File: src/rtl/cci_mpf_csr_mmio_responder_if.sv
// MMIO CSR bus between the host shim and the CSR responder: one-cycle write
// strobe, read request strobe with transaction id, and a ready/valid read
// response channel.
interface cci_mpf_csr_mmio_responder_if;
    logic        mmio_wr_valid;
    logic [15:0] mmio_wr_addr;
    logic [63:0] mmio_wr_data;
    logic        mmio_rd_valid;
    logic [15:0] mmio_rd_addr;
    logic [8:0]  mmio_rd_tid;
    logic        rsp_valid;
    logic        rsp_ready;
    logic [63:0] rsp_data;
    logic [8:0]  rsp_tid;

    // Host side: issues writes and read requests, consumes responses.
    modport master (
        output mmio_wr_valid, mmio_wr_addr, mmio_wr_data,
        output mmio_rd_valid, mmio_rd_addr, mmio_rd_tid,
        output rsp_ready,
        input  rsp_valid, rsp_data, rsp_tid
    );

    // Responder side.
    modport slave (
        input  mmio_wr_valid, mmio_wr_addr, mmio_wr_data,
        input  mmio_rd_valid, mmio_rd_addr, mmio_rd_tid,
        input  rsp_ready,
        output rsp_valid, rsp_data, rsp_tid
    );
endinterface

File: src/rtl/cci_mpf_csr_mmio_responder.sv
// CSR block for the MPF VTP/WRO shims. Holds the VTP mode and page table
// base, counts VTP translation events, exposes WRO statistics, and answers
// host MMIO reads in order through a 4-deep request FIFO feeding a single
// registered response stage.
module cci_mpf_csr_mmio_responder (
    input  logic        clk,
    input  logic        reset_n,
    cci_mpf_csr_mmio_responder_if.slave mmio,

    output logic [1:0]  vtp_in_mode,
    output logic [41:0] vtp_in_page_table_base,
    output logic        vtp_in_page_table_base_valid,

    input  logic        vtp_out_event_4kb_hit_c0,
    input  logic        vtp_out_event_4kb_hit_c1,
    input  logic        vtp_out_event_4kb_miss,
    input  logic        vtp_out_event_2mb_hit_c0,
    input  logic        vtp_out_event_2mb_hit_c1,
    input  logic        vtp_out_event_2mb_miss,

    input  logic [63:0] wro_out_num_writes,
    input  logic [63:0] wro_out_num_reads,
    input  logic [63:0] wro_out_num_write_conflicts,
    input  logic [63:0] wro_out_num_read_conflicts,

    output logic        rd_overflow
);

    localparam logic [15:0] ADDR_MODE   = 16'h0000;
    localparam logic [15:0] ADDR_PT     = 16'h0008;
    localparam logic [15:0] ADDR_CLEAR  = 16'h0060;
    localparam int          NUM_EVT     = 6;
    localparam int          FIFO_DEPTH  = 4;

    // ------------------------------------------------------------------
    // CSR writes
    // ------------------------------------------------------------------
    logic        w_wr_mode;
    logic        w_wr_pt;
    logic        w_cnt_clear;
    logic        r_mode_en;
    logic        r_mode_inval;
    logic [41:0] r_pt_base;
    logic        r_pt_valid;
    logic        w_unused_wr_data;

    assign w_wr_mode   = mmio.mmio_wr_valid && (mmio.mmio_wr_addr == ADDR_MODE);
    assign w_wr_pt     = mmio.mmio_wr_valid && (mmio.mmio_wr_addr == ADDR_PT);
    assign w_cnt_clear = mmio.mmio_wr_valid && (mmio.mmio_wr_addr == ADDR_CLEAR);

    // Bits of the write word that no register stores.
    assign w_unused_wr_data = ^{mmio.mmio_wr_data[63:48], mmio.mmio_wr_data[5:2]};

    // Mode and page-table-base registers; the invalidate bit is a one-cycle pulse.
    always_ff @(posedge clk or negedge reset_n) begin
        if (!reset_n) begin
            r_mode_en    <= 1'b0;
            r_mode_inval <= 1'b0;
            r_pt_base    <= '0;
            r_pt_valid   <= 1'b0;
        end else begin
            r_mode_inval <= w_wr_mode && mmio.mmio_wr_data[1];
            if (w_wr_mode) begin
                r_mode_en <= mmio.mmio_wr_data[0];
            end
            if (w_wr_pt) begin
                r_pt_base  <= mmio.mmio_wr_data[47:6];
                r_pt_valid <= 1'b1;
            end
        end
    end

    assign vtp_in_mode                  = {r_mode_inval, r_mode_en};
    assign vtp_in_page_table_base       = r_pt_base;
    assign vtp_in_page_table_base_valid = r_pt_valid;

    // ------------------------------------------------------------------
    // Event counters, indexed in register-map order starting at 0x10
    // ------------------------------------------------------------------
    logic [NUM_EVT-1:0] w_evt;
    logic [63:0]        w_evt_cnt [NUM_EVT];

    assign w_evt = {vtp_out_event_2mb_miss,
                    vtp_out_event_2mb_hit_c1,
                    vtp_out_event_2mb_hit_c0,
                    vtp_out_event_4kb_miss,
                    vtp_out_event_4kb_hit_c1,
                    vtp_out_event_4kb_hit_c0};

    genvar gi;
    generate
        for (gi = 0; gi < NUM_EVT; gi++) begin : g_evt_cnt
            logic [63:0] r_cnt;

            // Clear wins over a coincident event; otherwise count and wrap naturally.
            always_ff @(posedge clk or negedge reset_n) begin
                if (!reset_n) begin
                    r_cnt <= '0;
                end else if (w_cnt_clear) begin
                    r_cnt <= '0;
                end else if (w_evt[gi]) begin
                    r_cnt <= r_cnt + 64'd1;
                end
            end

            assign w_evt_cnt[gi] = r_cnt;
        end
    endgenerate

    // ------------------------------------------------------------------
    // Read request FIFO
    // ------------------------------------------------------------------
    logic [15:0] r_fifo_addr [FIFO_DEPTH];
    logic [8:0]  r_fifo_tid  [FIFO_DEPTH];
    logic [1:0]  r_wr_ptr;
    logic [1:0]  r_rd_ptr;
    logic [2:0]  r_count;
    logic        w_fifo_empty;
    logic        w_fifo_full;
    logic        w_push;
    logic        w_pop;
    logic [15:0] w_head_addr;
    logic [8:0]  w_head_tid;

    logic        r_rsp_valid;
    logic [63:0] r_rsp_data;
    logic [8:0]  r_rsp_tid;
    logic        r_rd_overflow;

    assign w_fifo_empty = (r_count == 3'd0);
    assign w_fifo_full  = (r_count == 3'd4);
    // The head moves into the response stage whenever that stage is free or draining.
    assign w_pop        = !w_fifo_empty && (!r_rsp_valid || mmio.rsp_ready);
    // A full FIFO still accepts a request in a cycle where its head leaves.
    assign w_push       = mmio.mmio_rd_valid && (!w_fifo_full || w_pop);
    assign w_head_addr  = r_fifo_addr[r_rd_ptr];
    assign w_head_tid   = r_fifo_tid[r_rd_ptr];

    // Request storage; no reset needed since occupancy is tracked separately.
    always_ff @(posedge clk) begin
        if (w_push) begin
            r_fifo_addr[r_wr_ptr] <= mmio.mmio_rd_addr;
            r_fifo_tid[r_wr_ptr]  <= mmio.mmio_rd_tid;
        end
    end

    // FIFO pointers, occupancy and the sticky drop flag.
    always_ff @(posedge clk or negedge reset_n) begin
        if (!reset_n) begin
            r_wr_ptr      <= '0;
            r_rd_ptr      <= '0;
            r_count       <= '0;
            r_rd_overflow <= 1'b0;
        end else begin
            if (w_push) begin
                r_wr_ptr <= r_wr_ptr + 2'd1;
            end
            if (w_pop) begin
                r_rd_ptr <= r_rd_ptr + 2'd1;
            end
            case ({w_push, w_pop})
                2'b10:   r_count <= r_count + 3'd1;
                2'b01:   r_count <= r_count - 3'd1;
                default: r_count <= r_count;
            endcase
            if (mmio.mmio_rd_valid && !w_push) begin
                r_rd_overflow <= 1'b1;
            end
        end
    end

    assign rd_overflow = r_rd_overflow;

    // ------------------------------------------------------------------
    // Read decode of the FIFO head and registered response stage
    // ------------------------------------------------------------------
    logic [63:0] w_rd_data;

    // Register values are sampled as they stand in the cycle the head is popped.
    always_comb begin
        w_rd_data = '0;
        case (w_head_addr)
            16'h0000: w_rd_data = {63'd0, r_mode_en};
            16'h0010: w_rd_data = w_evt_cnt[0];
            16'h0018: w_rd_data = w_evt_cnt[1];
            16'h0020: w_rd_data = w_evt_cnt[2];
            16'h0028: w_rd_data = w_evt_cnt[3];
            16'h0030: w_rd_data = w_evt_cnt[4];
            16'h0038: w_rd_data = w_evt_cnt[5];
            16'h0040: w_rd_data = wro_out_num_writes;
            16'h0048: w_rd_data = wro_out_num_reads;
            16'h0050: w_rd_data = wro_out_num_write_conflicts;
            16'h0058: w_rd_data = wro_out_num_read_conflicts;
            default:  w_rd_data = '0;
        endcase
    end

    // Response stage: load on pop, hold while stalled, empty once taken with nothing behind.
    always_ff @(posedge clk or negedge reset_n) begin
        if (!reset_n) begin
            r_rsp_valid <= 1'b0;
            r_rsp_data  <= '0;
            r_rsp_tid   <= '0;
        end else if (w_pop) begin
            r_rsp_valid <= 1'b1;
            r_rsp_data  <= w_rd_data;
            r_rsp_tid   <= w_head_tid;
        end else if (r_rsp_valid && mmio.rsp_ready) begin
            r_rsp_valid <= 1'b0;
        end
    end

    assign mmio.rsp_valid = r_rsp_valid;
    assign mmio.rsp_data  = r_rsp_data;
    assign mmio.rsp_tid   = r_rsp_tid;

endmodule

File: src/flat_wrapper.sv
// flat-port wrapper written by rule: the top's interface ports become plain ports
module cci_mpf_csr_mmio_responder_flat 
  (clk, reset_n, vtp_in_mode, vtp_in_page_table_base, vtp_in_page_table_base_valid, vtp_out_event_4kb_hit_c0, vtp_out_event_4kb_hit_c1, vtp_out_event_4kb_miss, vtp_out_event_2mb_hit_c0, vtp_out_event_2mb_hit_c1, vtp_out_event_2mb_miss, wro_out_num_writes, wro_out_num_reads, wro_out_num_write_conflicts, wro_out_num_read_conflicts, rd_overflow, mmio_mmio_wr_valid, mmio_mmio_wr_addr, mmio_mmio_wr_data, mmio_mmio_rd_valid, mmio_mmio_rd_addr, mmio_mmio_rd_tid, mmio_rsp_ready, mmio_rsp_valid, mmio_rsp_data, mmio_rsp_tid);
  cci_mpf_csr_mmio_responder_if mmio_i ();
  input  logic clk;
  input  logic reset_n;
  output logic [1:0] vtp_in_mode;
  output logic [41:0] vtp_in_page_table_base;
  output logic vtp_in_page_table_base_valid;
  input  logic vtp_out_event_4kb_hit_c0;
  input  logic vtp_out_event_4kb_hit_c1;
  input  logic vtp_out_event_4kb_miss;
  input  logic vtp_out_event_2mb_hit_c0;
  input  logic vtp_out_event_2mb_hit_c1;
  input  logic vtp_out_event_2mb_miss;
  input  logic [63:0] wro_out_num_writes;
  input  logic [63:0] wro_out_num_reads;
  input  logic [63:0] wro_out_num_write_conflicts;
  input  logic [63:0] wro_out_num_read_conflicts;
  output logic rd_overflow;
  input wire logic [$bits(mmio_i.mmio_wr_valid)-1:0] mmio_mmio_wr_valid;
  input wire logic [$bits(mmio_i.mmio_wr_addr)-1:0] mmio_mmio_wr_addr;
  input wire logic [$bits(mmio_i.mmio_wr_data)-1:0] mmio_mmio_wr_data;
  input wire logic [$bits(mmio_i.mmio_rd_valid)-1:0] mmio_mmio_rd_valid;
  input wire logic [$bits(mmio_i.mmio_rd_addr)-1:0] mmio_mmio_rd_addr;
  input wire logic [$bits(mmio_i.mmio_rd_tid)-1:0] mmio_mmio_rd_tid;
  input wire logic [$bits(mmio_i.rsp_ready)-1:0] mmio_rsp_ready;
  output wire logic [$bits(mmio_i.rsp_valid)-1:0] mmio_rsp_valid;
  output wire logic [$bits(mmio_i.rsp_data)-1:0] mmio_rsp_data;
  output wire logic [$bits(mmio_i.rsp_tid)-1:0] mmio_rsp_tid;
  assign mmio_i.mmio_wr_valid = mmio_mmio_wr_valid;
  assign mmio_i.mmio_wr_addr = mmio_mmio_wr_addr;
  assign mmio_i.mmio_wr_data = mmio_mmio_wr_data;
  assign mmio_i.mmio_rd_valid = mmio_mmio_rd_valid;
  assign mmio_i.mmio_rd_addr = mmio_mmio_rd_addr;
  assign mmio_i.mmio_rd_tid = mmio_mmio_rd_tid;
  assign mmio_i.rsp_ready = mmio_rsp_ready;
  assign mmio_rsp_valid = mmio_i.rsp_valid;
  assign mmio_rsp_data = mmio_i.rsp_data;
  assign mmio_rsp_tid = mmio_i.rsp_tid;
  cci_mpf_csr_mmio_responder u_core (.clk(clk), .reset_n(reset_n), .mmio(mmio_i), .vtp_in_mode(vtp_in_mode), .vtp_in_page_table_base(vtp_in_page_table_base), .vtp_in_page_table_base_valid(vtp_in_page_table_base_valid), .vtp_out_event_4kb_hit_c0(vtp_out_event_4kb_hit_c0), .vtp_out_event_4kb_hit_c1(vtp_out_event_4kb_hit_c1), .vtp_out_event_4kb_miss(vtp_out_event_4kb_miss), .vtp_out_event_2mb_hit_c0(vtp_out_event_2mb_hit_c0), .vtp_out_event_2mb_hit_c1(vtp_out_event_2mb_hit_c1), .vtp_out_event_2mb_miss(vtp_out_event_2mb_miss), .wro_out_num_writes(wro_out_num_writes), .wro_out_num_reads(wro_out_num_reads), .wro_out_num_write_conflicts(wro_out_num_write_conflicts), .wro_out_num_read_conflicts(wro_out_num_read_conflicts), .rd_overflow(rd_overflow));
endmodule
File: config.mk
export PLATFORM = sky130hd
export DESIGN_NAME = cci_mpf_csr_mmio_responder_flat
export DESIGN_NICKNAME = d
export VERILOG_FILES = /design/src/rtl/cci_mpf_csr_mmio_responder_if.sv /design/src/rtl/cci_mpf_csr_mmio_responder.sv /design/src/flat_wrapper.sv
export SDC_FILE = /design/constraint.sdc
export NUM_CORES = 1
export LEC_CHECK = 0
export ABC_CLOCK_PERIOD_IN_PS = 3500
export CORE_UTILIZATION = 50
export DETAILED_ROUTE_END_ITERATION = 10
export PLACE_DENSITY_LB_ADDON = 0.08
export SLEW_MARGIN = 10
export SYNTH_ARGS = -nofsm -noshare
export SYNTH_HDL_FRONTEND = slang
export SYNTH_SLANG_ARGS = --single-unit
File: constraint.sdc
create_clock -name clk -period 3.5 [get_ports clk]
set_input_delay 0.525 -clock clk [delete_from_list [all_inputs] [get_ports clk]]
set_output_delay 0.525 -clock clk [all_outputs]
set_load 0.01 [all_outputs]
==> impl_results.md <==
- Worst-Margin Slew: between 1 and 1.5 ns
- CP cell instances: buf_4 -> mux4_2 -> buf_4 -> nor4b_4 -> buf_4 -> a222oi_1 -> buf_4 -> nor3_1 -> a2111oi_0 -> o21ai_0
- Largest family of logic cells by synthesized area: simple AND/OR/NAND/NOR gates
- Average routed wire per standard cell: approximately 27 um
- Synth Area in Simple Gates: between 20% and 30%
- Top_reg_cell synth: dfrtp_1
- Top-count cell post-synth: dfrtp_1
- Multi-input logic area: ~16,000 um2
- Area fraction of the dominant cell type after synthesis: approximately two fifths
- DRT antenna net count: 0
- Detailed placer's ending HPWL: 92,900 um
- Worst rel slew slack: a little under a third
- Slowest CP cell: mux4_2
- Post-synthesis adder-cell area fraction: less than 1%
- Non-Filler Instances: approximately 4,600
- Leak: between 15 and 20 nW
- Clock Path Buffers: 3
- TritonCTS clock tree: yes
- RePlAce Congestion: approximately 0.95
- Nets: 4,121
- Die X: ~260 um
- Mapped Nets: between 3,000 and 4,000
- Resize count post-CTS: 0
- DRC: 4
- Pre-antenna DRT Iters: 11
- Synth area leaders: dfrtp_1 (39%), edfxtp_1 (9.3%), nor2_1 (4.5%)
- Vias after detailed routing: ~30,000
- Worst Path Arrival: ~3.9 ns
- CP Buf/Inv Count: 4
- Multiplexer share of the synthesized area: around 7.3%
- Register area: around 16,000 um2
- Cell taking the most area after synthesis: dfrtp_1
- Failing checks: DRC
- Clk sinks: between 600 and 700
- CTS Root Cell: clkbuf_16
- Post-synthesis compound-gate area fraction: between 10% and 20%
- Largest net degree at the start of global routing: around 130
- Worst path required time: 4.03 ns
- CP max stage delay: between 0.6 and 0.7 ns
- CP Max Fanout: 22
- Sequential share of the synthesized area: 48.7%
- Port Buffers: about 470
- Final Max Slew Viols: 0
- Die area: 65,900 um2
- Fraction of registers with async set/reset: about 84%
- DIE HEIGHT: 257 um
- CP most frequent cell: buf_4
- WL final: roughly 120,000 um
- RSZ-0062 raised after global routing: false
- Post-synth EDFFs: 100
- Gr ovfl total: 0
- Initial antenna violation count: 6
- Max-Cap Viols: 0
- Maximum VDD drop: 527 uV
- XOR/XNOR Fraction of Synth Area: 8.37%
- Final period util: a little over nine tenths
- Post-Syn Area: ~32,000 um2
- Ys Warns: 0
- WS Path Type: register to register
- Vias per cell: 6.31
- P per Cell Area: approximately 550 nW/um2
- Core Util, Final: approximately 65%
- Post-synth top cells: dfrtp_1 (511), nor2_1 (385), nand2_1 (308)
- Fin. Hold Viols: 0
- Status: finished with violations
- Setup_tns: 0 ns
- GR Util All Layers: 37.0%
- Vias in the first global route: about 28,000
- Initial core utilization: 51.0%
- First-pass GRT wire length: about 180,000 um
- Final setup vio count: 0
- CTS clock-pin slew for the worst setup and hold paths: ~0.060 ns
- TritonCTS buffer count: 70
- Placed cells: 4,511
- Num rows: 92
- Core ar.: roughly 64,000 um2
- CP Launch Type: register
- Family with the most delay on the worst path: buffers and inverters
- Cell variety after synth: 72
- Num ports: 492
- Setup Skew: about 0.016 ns
- Clock insertion delay at the later pin of the skew report: roughly 0.63 ns
- Highest clock rate: 296 MHz
- Htree depth: 3
- Cells after Synth: 3,244
- Class of the worst hold path: input port to async pin
- #FFs+latches synth: between 600 and 700
- Final Critical Period: 3.38 ns
- # fillers: 5,167
- P&R area growth vs syn: 27.1%
- Layout cells sized above 1: about 10%
- Initial DRC Count: roughly 3,700
- Syn avg cell area: about 10 um2
- CP Capture Type: register
-- worst paths after layout --
path | from | to | slack (ns) | cells past startpoint
worst max-delay path | u_core.r_rd_ptr[0]$_DFFE_PN0P_ | u_core.mmio.rsp_data[0]$_DFFE_PN0P_ | 0.12 | 10
worst min-delay path | reset_n | u_core.mmio.rsp_data[11]$_DFFE_PN0P_ | 0.48 | 2
worst min register to register | u_core.rd_overflow$_DFFE_PN0P_ | u_core.rd_overflow$_DFFE_PN0P_ | 0.48 | 1
max in group asynchronous | reset_n | u_core.g_evt_cnt[5].r_cnt[25]$_DFFE_PN0P_ | 1.93 | 3
min in group clk | u_core.rd_overflow$_DFFE_PN0P_ | u_core.rd_overflow$_DFFE_PN0P_ | 0.48 | 1
worst max register to register | u_core.r_rd_ptr[0]$_DFFE_PN0P_ | u_core.mmio.rsp_data[0]$_DFFE_PN0P_ | 0.12 | 10
-- sequential cells by signal, indices dropped and copies added, names as in the netlist --
name / cells
u_core.g_evt_cnt.r_cnt: 384
u_core.mmio.rsp_data: 64
u_core.mmio.rsp_tid: 9
u_core.mmio.rsp_valid: 1
u_core.r_count: 3
u_core.r_fifo_addr: 64
u_core.r_fifo_tid: 36
u_core.r_mode_en: 1
u_core.r_mode_inval: 1
u_core.r_rd_ptr: 2
u_core.r_wr_ptr: 2
u_core.rd_overflow: 1
u_core.vtp_in_page_table_base: 42
u_core.vtp_in_page_table_base_valid: 1
-- layer usage --
| metal | up-vias | global-route usage [%] | share of wire (%) |
|---|---|---|---|
| met5 | - | 0 | 0.017 |
| met4 | 4 | 17.9 | 5.3 |
| met3 | 248 | 7.49 | 10 |
| met2 | 1627 | 55.7 | 45 |
| met1 | 14600 | 51.1 | 40 |
| li1 | 12800 | - | - |
-- where the power goes --
part / internal [mW] / switching (mW) / leakage, nW / total, mW
logic: 2.61 / 4.11 / 7.92 / 6.71
registers: 7.82 / 0.623 / 7.87 / 8.44
clock network: 4.50 / 3.09 / 1.17 / 7.60
total: 14.9 / 7.82 / 17.0 / 22.7
-- layout by cell type, fill, tap and decap left out, drive strengths merged, types with 10 or more instances in the layout --
cell / Yosys / layout
nand3: 124 / 124
or4: 14 / 14
and4: 48 / 48
mux4: 15 / 15
nor4: 66 / 66
clkbuf: 124 / 106
xnor2: 146 / 146
a22oi: 73 / 73
o22ai: 37 / 37
a221o: 12 / 12
o21ai: 109 / 109
edfxtp: 100 / 100
and3: 63 / 63
clkinv: 0 / 12
ha: 10 / 10
inv: 65 / 69
o31ai: 36 / 36
dfrtp: 511 / 511
xor2: 164 / 164
nor2: 387 / 387
nand2: 308 / 308
nand4: 114 / 114
a21boi: 21 / 21
buf: 75 / 150
a222oi: 79 / 79
and2: 30 / 30
nor3: 70 / 70
a32oi: 22 / 22
clkdlybuf4s50: 0 / 470
mux2: 66 / 66
a21oi: 100 / 100
mux2i: 129 / 129
or3: 60 / 60
-- per-stage QoR --
stage               setup WS (ns)  hold slack [ns]  power (mW)  cell area (um2)
finish                      0.118            0.475        22.7            41200
global route               0.0435            0.473        23.4            41200
CTS                         0.203            0.457        22.7            41200
detailed placement          0.229            0.457        15.1            38800
global placement            0.301            0.455        15.0            38800
floorplan                   0.929            0.229        12.0            32400
-- what timing repair did --
item	CTS	global route
hold buffers	1	0
buffers inserted	0	0
endpoints found under the hold margin	21	0
-- cell type report --
cell class,count,area share (%)
antenna,2,0.0121
tap,846,2.57
multi-input combinational,2369,37.8
timing repair buffer,621,14.9
sequential,611,38.3
clock inverter,21,0.698
clock buffer,106,5.05
inverter,65,0.592
-- cell families (layout without fill, tap and decap cells) --
logic type | Yosys count | after routing
other cells | 0 | 2
simple gates | 1326 | 1326
buf+inv | 264 | 813
xor+xnor | 310 | 310
compound gates | 512 | 512
mux | 210 | 210
fa+ha+maj | 11 | 11
flops | 611 | 611
(Power assumes the default switching activity.)
